--- config.mk ---
export PLATFORM = sky130hd
export DESIGN_NAME = start_window_ctrl
export DESIGN_NICKNAME = d
export VERILOG_FILES = /design/src/rtl/start_ctrl_pkg.sv /design/src/rtl/window_counter.sv /design/src/rtl/start_window_ctrl.sv
export SDC_FILE = /design/constraint.sdc
export NUM_CORES = 1
export LEC_CHECK = 0
export BUFFER_PORTS_ARGS = -buffer_cell sky130_fd_sc_hd__buf_2
export CAP_MARGIN = 20
export CORE_UTILIZATION = 40
export CTS_CLUSTER_SIZE = 30
export DETAILED_ROUTE_END_ITERATION = 6
export PLACE_DENSITY = 0.64
export SLEW_MARGIN = 20
export SYNTH_ARGS = -nofsm -noshare
export SYNTH_HDL_FRONTEND = slang
export SYNTH_SLANG_ARGS = --single-unit
export TNS_END_PERCENT = 50
--- constraint.sdc ---
create_clock -name clk -period 2.1 [get_ports clk]
set_input_delay 0 -clock clk [delete_from_list [all_inputs] [get_ports clk]]
set_output_delay 0 -clock clk [all_outputs]
set_load 0.03 [all_outputs]
--- src/rtl/start_ctrl_pkg.sv ---
// Shared types and defaults for the start-within-window controller.
package start_ctrl_pkg;

  typedef enum logic [1:0] {
    IDLE = 2'd0,
    FIRE = 2'd1,
    WAIT = 2'd2
  } start_ctrl_state_e;

  localparam int START_TIMEOUT_DEF   = 20;
  localparam int START_MAX_RETRY_DEF = 3;
  localparam int START_STATS_W       = 16;

endpackage

--- src/rtl/window_counter.sv ---
// Response-window counter: loads 1 on a start pulse, counts up and holds at TIMEOUT.
module window_counter #(
  parameter int TIMEOUT = 20,
  parameter int CW      = $clog2(TIMEOUT + 1)
) (
  input  logic          clk,
  input  logic          rst,
  input  logic          load,
  input  logic          enable,
  output logic [CW-1:0] count,
  output logic          expired
);

  assign expired = (count == CW'(TIMEOUT));

  // Holding at TIMEOUT keeps the counter from wrapping if the FSM lingers.
  always_ff @(posedge clk) begin
    if (rst) begin
      count <= '0;
    end else if (load) begin
      count <= CW'(1);
    end else if (enable && !expired) begin
      count <= count + CW'(1);
    end
  end

endmodule

--- src/rtl/start_window_ctrl.sv ---
// Issues start pulses, waits a bounded window for done, retries, then reports ok/fail.
// Optional statistics outputs are enabled by defining START_CTRL_STATS_EN.
module start_window_ctrl
  import start_ctrl_pkg::*;
#(
  parameter int TIMEOUT   = START_TIMEOUT_DEF,
  parameter int MAX_RETRY = START_MAX_RETRY_DEF,
  parameter int CW        = $clog2(TIMEOUT + 1),
  parameter int RW        = (MAX_RETRY > 0) ? $clog2(MAX_RETRY + 1) : 1
) (
  input  logic                     clk,
  input  logic                     rst,
  input  logic                     req,
  output logic                     start,
  input  logic                     done,
  output logic                     busy,
  output logic                     ok,
  output logic                     fail,
  output logic [RW-1:0]            retry_cnt
`ifdef START_CTRL_STATS_EN
  ,
  output logic [START_STATS_W-1:0] fail_total,
  output logic [START_STATS_W-1:0] retry_total
`endif
);

  start_ctrl_state_e state;
  start_ctrl_state_e state_next;

  logic          win_load;
  logic          win_en;
  logic          expired;
  logic [CW-1:0] win_count;
  logic          in_window;
  logic          ok_set;
  logic          fail_set;
  logic          retry_fire;
  logic          retry_clear;

  window_counter #(
    .TIMEOUT (TIMEOUT),
    .CW      (CW)
  ) u_window (
    .clk     (clk),
    .rst     (rst),
    .load    (win_load),
    .enable  (win_en),
    .count   (win_count),
    .expired (expired)
  );

  // ok/fail are registered so they land in the cycle IDLE is re-entered.
  always_ff @(posedge clk) begin
    if (rst) begin
      state <= IDLE;
      ok    <= 1'b0;
      fail  <= 1'b0;
    end else begin
      state <= state_next;
      ok    <= ok_set;
      fail  <= fail_set;
    end
  end

  assign in_window = (state == WAIT) && (win_count != '0);

  always_comb begin
    state_next  = state;
    ok_set      = 1'b0;
    fail_set    = 1'b0;
    retry_fire  = 1'b0;
    retry_clear = 1'b0;
    case (state)
      IDLE: begin
        if (req) begin
          state_next  = FIRE;
          retry_clear = 1'b1;
        end
      end
      FIRE: state_next = WAIT;
      WAIT: begin
        // A done on the last window cycle beats the timeout.
        if (in_window && done) begin
          state_next = IDLE;
          ok_set     = 1'b1;
        end else if (expired) begin
          if (retry_cnt < RW'(MAX_RETRY)) begin
            state_next = FIRE;
            retry_fire = 1'b1;
          end else begin
            state_next = IDLE;
            fail_set   = 1'b1;
          end
        end
      end
      default: state_next = IDLE;
    endcase
  end

  always_comb begin
    start    = (state == FIRE);
    busy     = (state != IDLE);
    win_load = (state == FIRE);
    win_en   = (state == WAIT);
  end

  always_ff @(posedge clk) begin
    if (rst) begin
      retry_cnt <= '0;
    end else if (retry_clear) begin
      retry_cnt <= '0;
    end else if (retry_fire) begin
      retry_cnt <= retry_cnt + RW'(1);
    end
  end

`ifdef START_CTRL_STATS_EN
  always_ff @(posedge clk) begin
    if (rst) begin
      fail_total  <= '0;
      retry_total <= '0;
    end else begin
      if (fail_set && (fail_total != '1)) begin
        fail_total <= fail_total + START_STATS_W'(1);
      end
      if (retry_fire && (retry_total != '1)) begin
        retry_total <= retry_total + START_STATS_W'(1);
      end
    end
  end
`endif

endmodule

* Yosys cells after proc, flatten, opt, wreduce, memory -nomap -nowiden
Index checks and enable logic that the tools add are counted.
** Operators by class
- Bitwise operators :: 2
- Multiply operators :: 0
- Order comparisons :: 1
- Shifts and indexed selects :: 0
- Reductions and logical operators :: 13
- Add/sub/neg operators :: 2
- Equality and inequality tests :: 5
- Muxes and demuxes :: 15
- Divide/modulo/power cells :: 0
** Operators by type and width (number)
- $mux W1 :: 11
- $mux W2 :: 3
- $pmux W2 S3 :: 1
- $reduce_or A2 Y1 :: 3
- $add A5 B1 Y5 const B :: 1
- $eq A5 B5 Y1 const B :: 1
- $reduce_bool A5 Y1 :: 1
- $reduce_bool A2 Y1 :: 2
- $reduce_or A4 Y1 :: 1
- $logic_and A1 B1 Y1 :: 3
- $ne A3 B3 Y1 const B :: 1
- $add A2 B1 Y2 const B :: 1
- $eq A2 B1 Y1 const B :: 1
- $eq A2 B2 Y1 const B :: 1
- $logic_not A2 Y1 :: 1
- $lt A2 B2 Y1 const B :: 1
- $ne A2 B2 Y1 const B :: 1
- $not A1 Y1 :: 2
- $reduce_and A2 Y1 :: 1
- $logic_not A1 Y1 :: 1
** Storage, ports and cells
- Memory bits (read-only) :: 0
- Bits in latches :: 0
- Bits in writable memories :: 0
- Logic and storage cells :: 44
- Memories kept :: 0
- Output and inout port bits :: 6
- Input port bits :: 4
- Register bits :: 11

* Longest topological paths before layout
Gate-level depths: netlist of the first run.
- Word-level depth :: 5
- Gate-level depth with buffers :: 5
- Mapped depth without buffers :: 5

* By module
A second synthesis of the first run with hierarchy kept.
** Unflattened totals
- Cell total of the unflattened synthesis :: 63
- Area, all modules :: 544.3 um^2
** By module, submodules not included
- start_window_ctrl :: area each 280.3 um^2, cells each 33, seq. area each 120.1 um^2, instances 1
- window_counter :: area each 264.0 um^2, cells each 30, seq. area each 100.1 um^2, instances 1

* Worst setup path before layout of the first run
No wires, ideal clock.
- Path type :: reg-to-reg
- From :: register retry_cnt[0]
- To :: register retry_cnt[0]
- Path buffers :: 0
- Slack :: 0.459 ns
- Required time :: 2.030 ns
- Setup time :: 0.070 ns
- Data arrival time :: 1.571 ns
- Period minus slack after synthesis :: 1.641 ns
- Stages on the path, launching flop included :: 5
- Path through :: dfxtp_1 > ha_1 > or4b_4 > or3_1 > a21oi_1
** On the way
- Word-level cells in the longest chain between the ends :: 5
- Elaborated cells between the ends (all ways) :: 6
- Classes of those cells :: add/sub (1); order compare (1); mux (4)
** Ends and longest elaborated chain
- from (decl) :: RTL line start_window_ctrl.sv:19 : output logic [RW-1:0] retry_cnt
- from (signal assigned) :: RTL line start_window_ctrl.sv:113 : retry_cnt <= retry_cnt + RW'(1);
- $lt A2 B2 Y1 :: RTL line start_window_ctrl.sv:87 : if (retry_cnt < RW'(MAX_RETRY)) begin
- $mux W1 :: RTL line start_window_ctrl.sv:87
- $mux W1 :: RTL line start_window_ctrl.sv:86 : end else if (expired) begin
- $mux W1 :: RTL line start_window_ctrl.sv:83 : if (in_window && done) begin
- $mux W1 :: RTL line start_window_ctrl.sv:73 : case (state)
Parallel ways exist; a longest one is shown, timed or not.
A chain may end at the register's enable or synchronous reset.

* Worst setup path after layout of the first run
- From :: register u_window.count[0]
- To :: register u_window.count[3]
** On the way
- Word-level cells in the longest chain between the ends :: 3
- Elaborated cells between the ends (all ways) :: 4
- Classes of those cells :: add/sub (1); eq/ne (1); reduce/logical (2)
** Ends and longest elaborated chain
- from (decl) :: RTL line window_counter.sv:10 : output logic [CW-1:0] count,
- from (signal assigned) :: RTL line window_counter.sv:23 : count <= count + CW'(1);
- parallel branches: the longest is 3 deep, another holds $add A5 B1 Y5
Several ways; the timed one is not identified.

==> results of run 1 <==
==> through the flow <==
step / std cells / power (W) / cell area [sq um]
6_report: 92 / 0.000427 / 674
5_1_grt: 92 / 0.000451 / 674
4_1_cts: 92 / 0.000433 / 674
3_5_place_dp: 86 / 0.000282 / 628
3_3_place_gp: 86 / 0.000281 / 628
2_1_floorplan: 62 / 0.000265 / 564
==> per-layer routing <==
metal / vias to the layer above / global-route usage, % / routed length, microns
li1: 260 / - / -
met1: 225 / 25.7 / 556
met4: 0 / 15.5 / 38
met2: 9 / 24.2 / 445
met5: - / 0 / 0
met3: 4 / 10.2 / 50
==> worst max path at each step <==
| stage | from | endpoint | slack (ns) | cells after the start |
|---|---|---|---|---|
| after global routing | u_window.count[0]$_SDFFE_PP0P_ | u_window.count[3]$_SDFFE_PP0P_ | 0.38 | 5 |
| after detailed placement | u_window.count[0]$_SDFFE_PP0P_ | u_window.count[3]$_SDFFE_PP0P_ | 0.50 | 5 |
| final | u_window.count[0]$_SDFFE_PP0P_ | u_window.count[3]$_SDFFE_PP0P_ | 0.48 | 5 |
| after global placement | u_window.count[0]$_SDFFE_PP0P_ | u_window.count[3]$_SDFFE_PP0P_ | 0.53 | 5 |
| after floorplan | retry_cnt[0]$_SDFFE_PP0P_ | retry_cnt[0]$_SDFFE_PP0P_ | 0.46 | 4 |
| after CTS | u_window.count[0]$_SDFFE_PP0P_ | u_window.count[3]$_SDFFE_PP0P_ | 0.49 | 5 |
==> state kept, by name, indices dropped and copies added (netlist names) <==
signal and cells:
retry_cnt 2, fail 1, ok 1, state 2
u_window.count 5
==> report_power, final <==
group / switching [W] / internal [W]
sequential: 0.00000740 / 0.000214
clock: 0.0000730 / 0.0000738
combinational: 0.0000331 / 0.0000257
total: 0.000113 / 0.000314
==> synth_stat cells <==
cell type | number | area [sq um]
ha_1 | 3 | 37.5
a21oi_1 | 5 | 25.0
inv_1 | 6 | 22.5
or2b_1 | 1 | 7.51
and2b_2 | 1 | 8.76
nor2_1 | 1 | 3.75
a211oi_1 | 1 | 7.51
or4_1 | 1 | 7.51
nor3b_1 | 1 | 7.51
or2b_2 | 1 | 8.76
o32ai_1 | 1 | 8.76
dfxtp_1 | 11 | 220
nand2b_1 | 1 | 6.26
or3_1 | 4 | 25.0
or4b_4 | 1 | 13.8
and4_1 | 1 | 8.76
or2_2 | 1 | 6.26
o21ai_0 | 6 | 30.0
and4b_1 | 1 | 10.0
nand4b_2 | 1 | 15.0
nand2_1 | 2 | 7.51
or4b_1 | 1 | 10.0
nand3_1 | 5 | 25.0
nor3_1 | 1 | 5.00
a211o_1 | 1 | 8.76
a311oi_1 | 1 | 8.76
a21oi_2 | 1 | 8.76
mux2i_1 | 1 | 10.0
==> layout make-up <==
class | count | area [sq um] | share of cell area (%)
Sequential cell | 11 | 220 | 32.7
Inverter | 6 | 22.5 | 3.34
Multi-Input combinational cell | 45 | 322 | 47.7
Tap cell | 15 | 18.8 | 2.78
Timing Repair Buffer | 11 | 65.1 | 9.65
Clock buffer | 4 | 26.3 | 3.90
==> worst min-delay path: stages <==
cell and delay [ns]:
buf_2 0.09, inv_1 0.05, o32ai_1 0.07, nor3b_1 0.12
==> cell families (layout without fill, tap and decap cells) <==
| family | after synthesis | count (layout) | synth area share (%) |
|---|---|---|---|
| and+or+nand+nor | 25 | 25 | 31.3 |
| DFF | 11 | 11 | 39.0 |
| muxes | 1 | 1 | 1.77 |
| adders and majority gates | 3 | 3 | 6.65 |
| AOI/OAI and AO/OA | 16 | 16 | 17.3 |
| buffers and inverters | 6 | 21 | 3.99 |
==> flow_summary.json, run 1 <==
{
  "portBuffers": 9,
  "final_common_cell": "dfxtp_1",
  "cts_tree": "built",
  "tns_ns": 0,
  "rsz0062_at_grt": "no",
  "drt-total-wl_mm": 1.09,
  "final_cell_mix": "11 x dfxtp_1, 9 x buf_2, 6 x inv_1, 6 x o21ai_0",
  "hold_end": "state[0]$_SDFFE_PP0P_",
  "cp.arrival_ns": 1.83,
  "coreArea_sq_um": 1300,
  "layout_setup_ws_ns": 0.483,
  "yosys_warnings": 0,
  "slew_headroom_pct": 82.9,
  "whs_ns": 0.108,
  "worstMarginPinSlew_ns": 0.254,
  "die_area_sq_um": 1560,
  "yosysUniqueCellTypes": 28,
  "die_width_microns": 39.6,
  "syn_inst": 62,
  "drv_cap": 0,
  "path_buf_inv": 1,
  "cts_buffers": 3,
  "final_util_pct": 51.8,
  "finalClockSkew_ns": 0.00156,
  "hold_viol": 0,
  "r2r_start": "u_window.count[0]$_SDFFE_PP0P_",
  "syn_area_per_cell_sq_um": 9.10,
  "slew_viol_final": 0,
  "worstSkewPairLatency_ns": 0.28,
  "fin_crit_ns": 1.62,
  "viasPerCell": 5.41,
  "io_pins": 10,
  "grt_overflow": 0,
  "final-setup-viol-count": 0,
  "grtUsageTotal_pct": 20.0,
  "synthesis.nets": 69,
  "drt_iter0_markers": 4,
  "clockBufferDepth": 2,
  "dp_hpwl_microns": 800,
  "cp.required_ns": 2.31,
  "critPathLaunchType": "flip-flop",
  "power.density_nw_per_um2": 634,
  "holdPathStages": 4,
  "nNetsFinal": 85,
  "yosysSeqAreaShare_pct": 39.0,
  "fmax_mhz": 618,
  "cpPeakStageDelay_ns": 0.51,
  "hold_path.class": "in2reg",
  "h-tree-depth": 1,
  "antenna_found_initial": 0,
  "p_leak_nw": 0.292,
  "syn_to_final_growth_pct": 19.5,
  "wl_per_cell_microns": 11.8,
  "rrSetupSlack_ns": 0.48,
  "fillers": 136,
  "diodes": 0,
  "grt_pass1_vias": 425,
  "cts_hold_buf": 2,
  "cp_top_family": "simple AND/OR/NAND/NOR gates",
  "die_h_microns": 39.6,
  "path_cells": "inv_1, ha_1, and4b_1, or4_1, a21oi_1",
  "pre_cts_ws_ns": 0.502,
  "vias": 498,
  "path_clk_slew_ns": 0.07,
  "drive_gt1_share_pct": 23.4,
  "netlist_area_sq_um": 564,
  "fp-row-count": 13,
  "r2r.worst_path.cells": 5,
  "worstSetupPathType": "reg2reg",
  "status": "complete, no violations",
  "drtAntennaViolNets": 0,
  "cp-end-kind": "flip-flop",
  "ctsResizeCount": 0,
  "firstDrtPassIters": 3,
  "path_max_fanout": 5,
  "grt_first_pass_wirelength_mm": 1.93,
  "gp_congestion": 0.727,
  "clockRootBuffer": "clkbuf_4",
  "r2r_end": "u_window.count[3]$_SDFFE_PP0P_",
  "ir_drop_v": 0.000358,
  "min-delay-start": "req",
  "slowest_stage": "or4_1",
  "finalCritPeriodShare_pct": 77.0,
  "cts_setup_buffers": 0,
  "cts.sinks": 11,
  "drc_errors": 0,
  "grt_max_degree": 11,
  "ys_seq_elements": 11,
  "initial_core_util_pct": 43.4
}
No activity file was read; power rests on OpenSTA's default activity.
==> run 2, diff against run 1 <==
- ABC_AREA: not set -> 1
- PLACE_DENSITY: 0.64 -> 0.67
- clock period: 2.1 -> 1.3 ns (I/O delays scaled with it)
==> run 2 against run 1 <==
Against the previous run:
- critical path depth is 2 higher
- register-to-register slack worse by 0.40 ns
- maximum frequency is 33% higher
- combinational power grew to 3.8 times the previous value
- via count is 7.0% higher
==> flow_summary.json, run 2 <==
{
  "yosysMostFrequentCell": "inv_1",
  "syn_to_final_growth_pct": 26.8,
  "drtAntennaViolNets": 0,
  "top_register": "u_window.count",
  "synthesis.nets": 90,
  "critPathLaunchType": "flip-flop",
  "async_reset_ff_share_pct": 0,
  "dp_hpwl_microns": 816,
  "coreArea_sq_um": 1320,
  "viasPerCell": 4.63,
  "io_pins": 10,
  "drt-total-wl_mm": 1.08,
  "cts_buffers": 3,
  "multi_input_area_sq_um": 317,
  "grt_max_degree": 8,
  "tns_ns": 0,
  "synthTopCellsByCount": "18 x inv_1, 15 x nand2_1, 11 x dfxtp_1, 11 x nor2_1, 7 x a21oi_1",
  "power.density_nw_per_um2": 1130,
  "vias": 533,
  "slew_headroom_pct": 86.7,
  "reg_top3": "u_window.count (5), retry_cnt (2), state (2)",
  "synth_top_area_share_pct": 38.1,
  "synthFlopType": "dfxtp_1",
  "status": "complete, no violations",
  "netlist_area_sq_um": 578,
  "antenna_found_initial": 0,
  "power_w": 0.000827,
  "final_common_cell": "inv_1",
  "drv_cap": 0,
  "portBuffers": 9,
  "synth_top_cell_by_area": "dfxtp_1",
  "hold_viol": 0,
  "diodes": 0,
  "slowest_stage": "dfxtp_2",
  "yosys_warnings": 0,
  "wl_per_cell_microns": 9.42,
  "gp_congestion": 0.782,
  "worstSetupPathType": "reg2reg",
  "grt_overflow": 0,
  "r2r_end": "u_window.count[0]$_SDFFE_PP0P_",
  "hold_end": "retry_cnt[0]$_SDFFE_PP0P_",
  "grt_first_pass_wirelength_mm": 1.78,
  "die_h_microns": 40.0,
  "largest_reg_flops": 5,
  "hold_path.class": "in2reg",
  "ir_drop_v": 0.000672,
  "fillers": 130,
  "h-tree-depth": 1,
  "syn_inst": 83,
  "yosysSeqAreaShare_pct": 38.1,
  "cpPeakStageDelay_ns": 0.33,
  "grt_pass1_vias": 435,
  "busiest_layer": "met2",
  "clockBufferDepth": 2,
  "path_common_cell": "inv_2",
  "fmax_mhz": 820,
  "initial_core_util_pct": 43.9,
  "r2r.worst_path.cells": 7,
  "cts_tree": "built",
  "die_area_sq_um": 1600,
  "path_cells": "inv_2, ha_4, nand4_2, nand2_2, inv_2, nor3_1, nor2_1",
  "drive_gt1_share_pct": 29.0,
  "use_met1_pct": 22.0,
  "drc_errors": 0,
  "cp-end-kind": "flip-flop",
  "synth.area.top_cells": "dfxtp_1 38%, inv_1 12%, nand2_1 9.7%",
  "fp-row-count": 13,
  "clockRootBuffer": "clkbuf_4",
  "grtUsageMet2_pct": 24.2,
  "regArea_sq_um": 223,
  "r2r_start": "u_window.count[1]$_SDFFE_PP0P_",
  "holdPathStages": 4,
  "firstDrtPassIters": 4,
  "final-setup-viol-count": 0,
  "worstMarginPinSlew_ns": 0.200,
  "min-delay-start": "req",
  "rsz0062_at_grt": "yes",
  "final_cell_mix": "15 x inv_1, 13 x nand2_1, 10 x nor2_1",
  "finalClockSkew_ns": 0.00250,
  "fin_crit_ns": 1.22,
  "drt_iter0_markers": 11,
  "finalCritPeriodShare_pct": 93.8,
  "yosysUniqueCellTypes": 18,
  "cp.arrival_ns": 1.38,
  "worstSkewPairLatency_ns": 0.27,
  "path_clk_slew_ns": 0.07,
  "nNetsFinal": 108,
  "rrSetupSlack_ns": 0.08,
  "ys_seq_elements": 11,
  "syn_area_per_cell_sq_um": 6.96,
  "slew_viol_final": 0,
  "synth_edf_count": 0,
  "grtUsageTotal_pct": 17.3,
  "path_max_fanout": 7,
  "cts.sinks": 11,
  "die_width_microns": 40.0,
  "cp.required_ns": 1.46,
  "gr-usage-met3_pct": 5.00,
  "p_leak_nw": 0.363
}
[run 2: cell types whose count changed in the layout (fill, tap and decap cells not counted), moves of 2 or more]
cell / change
xor2_1: +2
inv_2: +4
nand2_2: +2
inv_1: +9
dfxtp_2: +2
nor2_1: +9
o21ai_0: -4
nand2_1: +11
a21oi_1: +2
nand4_1: +2
dfxtp_1: -2
buf_4: +3
or3_1: -4
[run 2: through the flow]
stage	util [%]	cell area, sq um	setup WS, ns	instances	hold slack, ns
4_1_cts	52.8	696	0.0477	114	0.0279
3_3_place_gp	49.9	657	0.0192	109	0.240
5_1_grt	55.7	733	0.000365	115	0.0557
3_5_place_dp	49.9	657	-0.00287	109	0.234
6_report	55.7	733	0.0806	115	0.0396
2_1_floorplan	-	578	0.109	83	0.0691
[run 2: report_power, final]
part | switching (W) | internal (W)
registers | 0.0000130 | 0.000359
logic | 0.000139 | 0.0000819
clock network | 0.000115 | 0.000119
[run 2: cell families (layout without fill, tap and decap cells)]
kind of cell,after synthesis,in the layout,synth area share [%]
and+or+nand+nor,37,37,29.4
AOI/OAI and AO/OA,10,10,9.09
DFF,11,11,38.1
adders and majority gates,3,3,6.49
xor gates and xnor gates,3,3,4.55
buffers and inverters,19,36,12.3
[run 2: final cells by class]
cell class                 instances  area share (%)
sequential                        11            30.4
inverter                          19            9.73
clock buffer                       4            3.58
timing repair buffer              13            10.6
tap                               15            2.56
multi-input combinational         53            43.2
[run 2: worst max path at each step]
stage | to | cells after the start | from
2_1_floorplan | retry_cnt[0]$_SDFFE_PP0P_ | 10 | u_window.count[0]$_SDFFE_PP0P_
3_3_place_gp | retry_cnt[1]$_SDFFE_PP0P_ | 10 | u_window.count[1]$_SDFFE_PP0P_
3_5_place_dp | retry_cnt[1]$_SDFFE_PP0P_ | 10 | u_window.count[1]$_SDFFE_PP0P_
4_1_cts | retry_cnt[1]$_SDFFE_PP0P_ | 10 | u_window.count[1]$_SDFFE_PP0P_
5_1_grt | u_window.count[0]$_SDFFE_PP0P_ | 7 | u_window.count[0]$_SDFFE_PP0P_
6_report | u_window.count[0]$_SDFFE_PP0P_ | 7 | u_window.count[1]$_SDFFE_PP0P_
[run 2: what timing repair did]
item,CTS,global route
gates resized for setup,1,11
pin swaps,0,6
hold endpoints to repair,2,0
setup endpoints to repair,2,6
hold buffers,1,0
setup buffers,0,1
[run 2: metal layers]
layer	routed length [microns]	up-vias
met2	480	11
met4	29	0
met1	529	228
met5	0	-
li1	-	290
met3	44	4
[run 2: critical path, delay by kind of cell, from the launching register on]
| kind | cells | cell delay (ns) |
|---|---|---|
| buffers and inverters | 2 | 0.14 |
| flip-flops | 1 | 0.33 |
| AND/OR/NAND/NOR | 4 | 0.50 |
| adder cells (fa/ha/maj) | 1 | 0.14 |
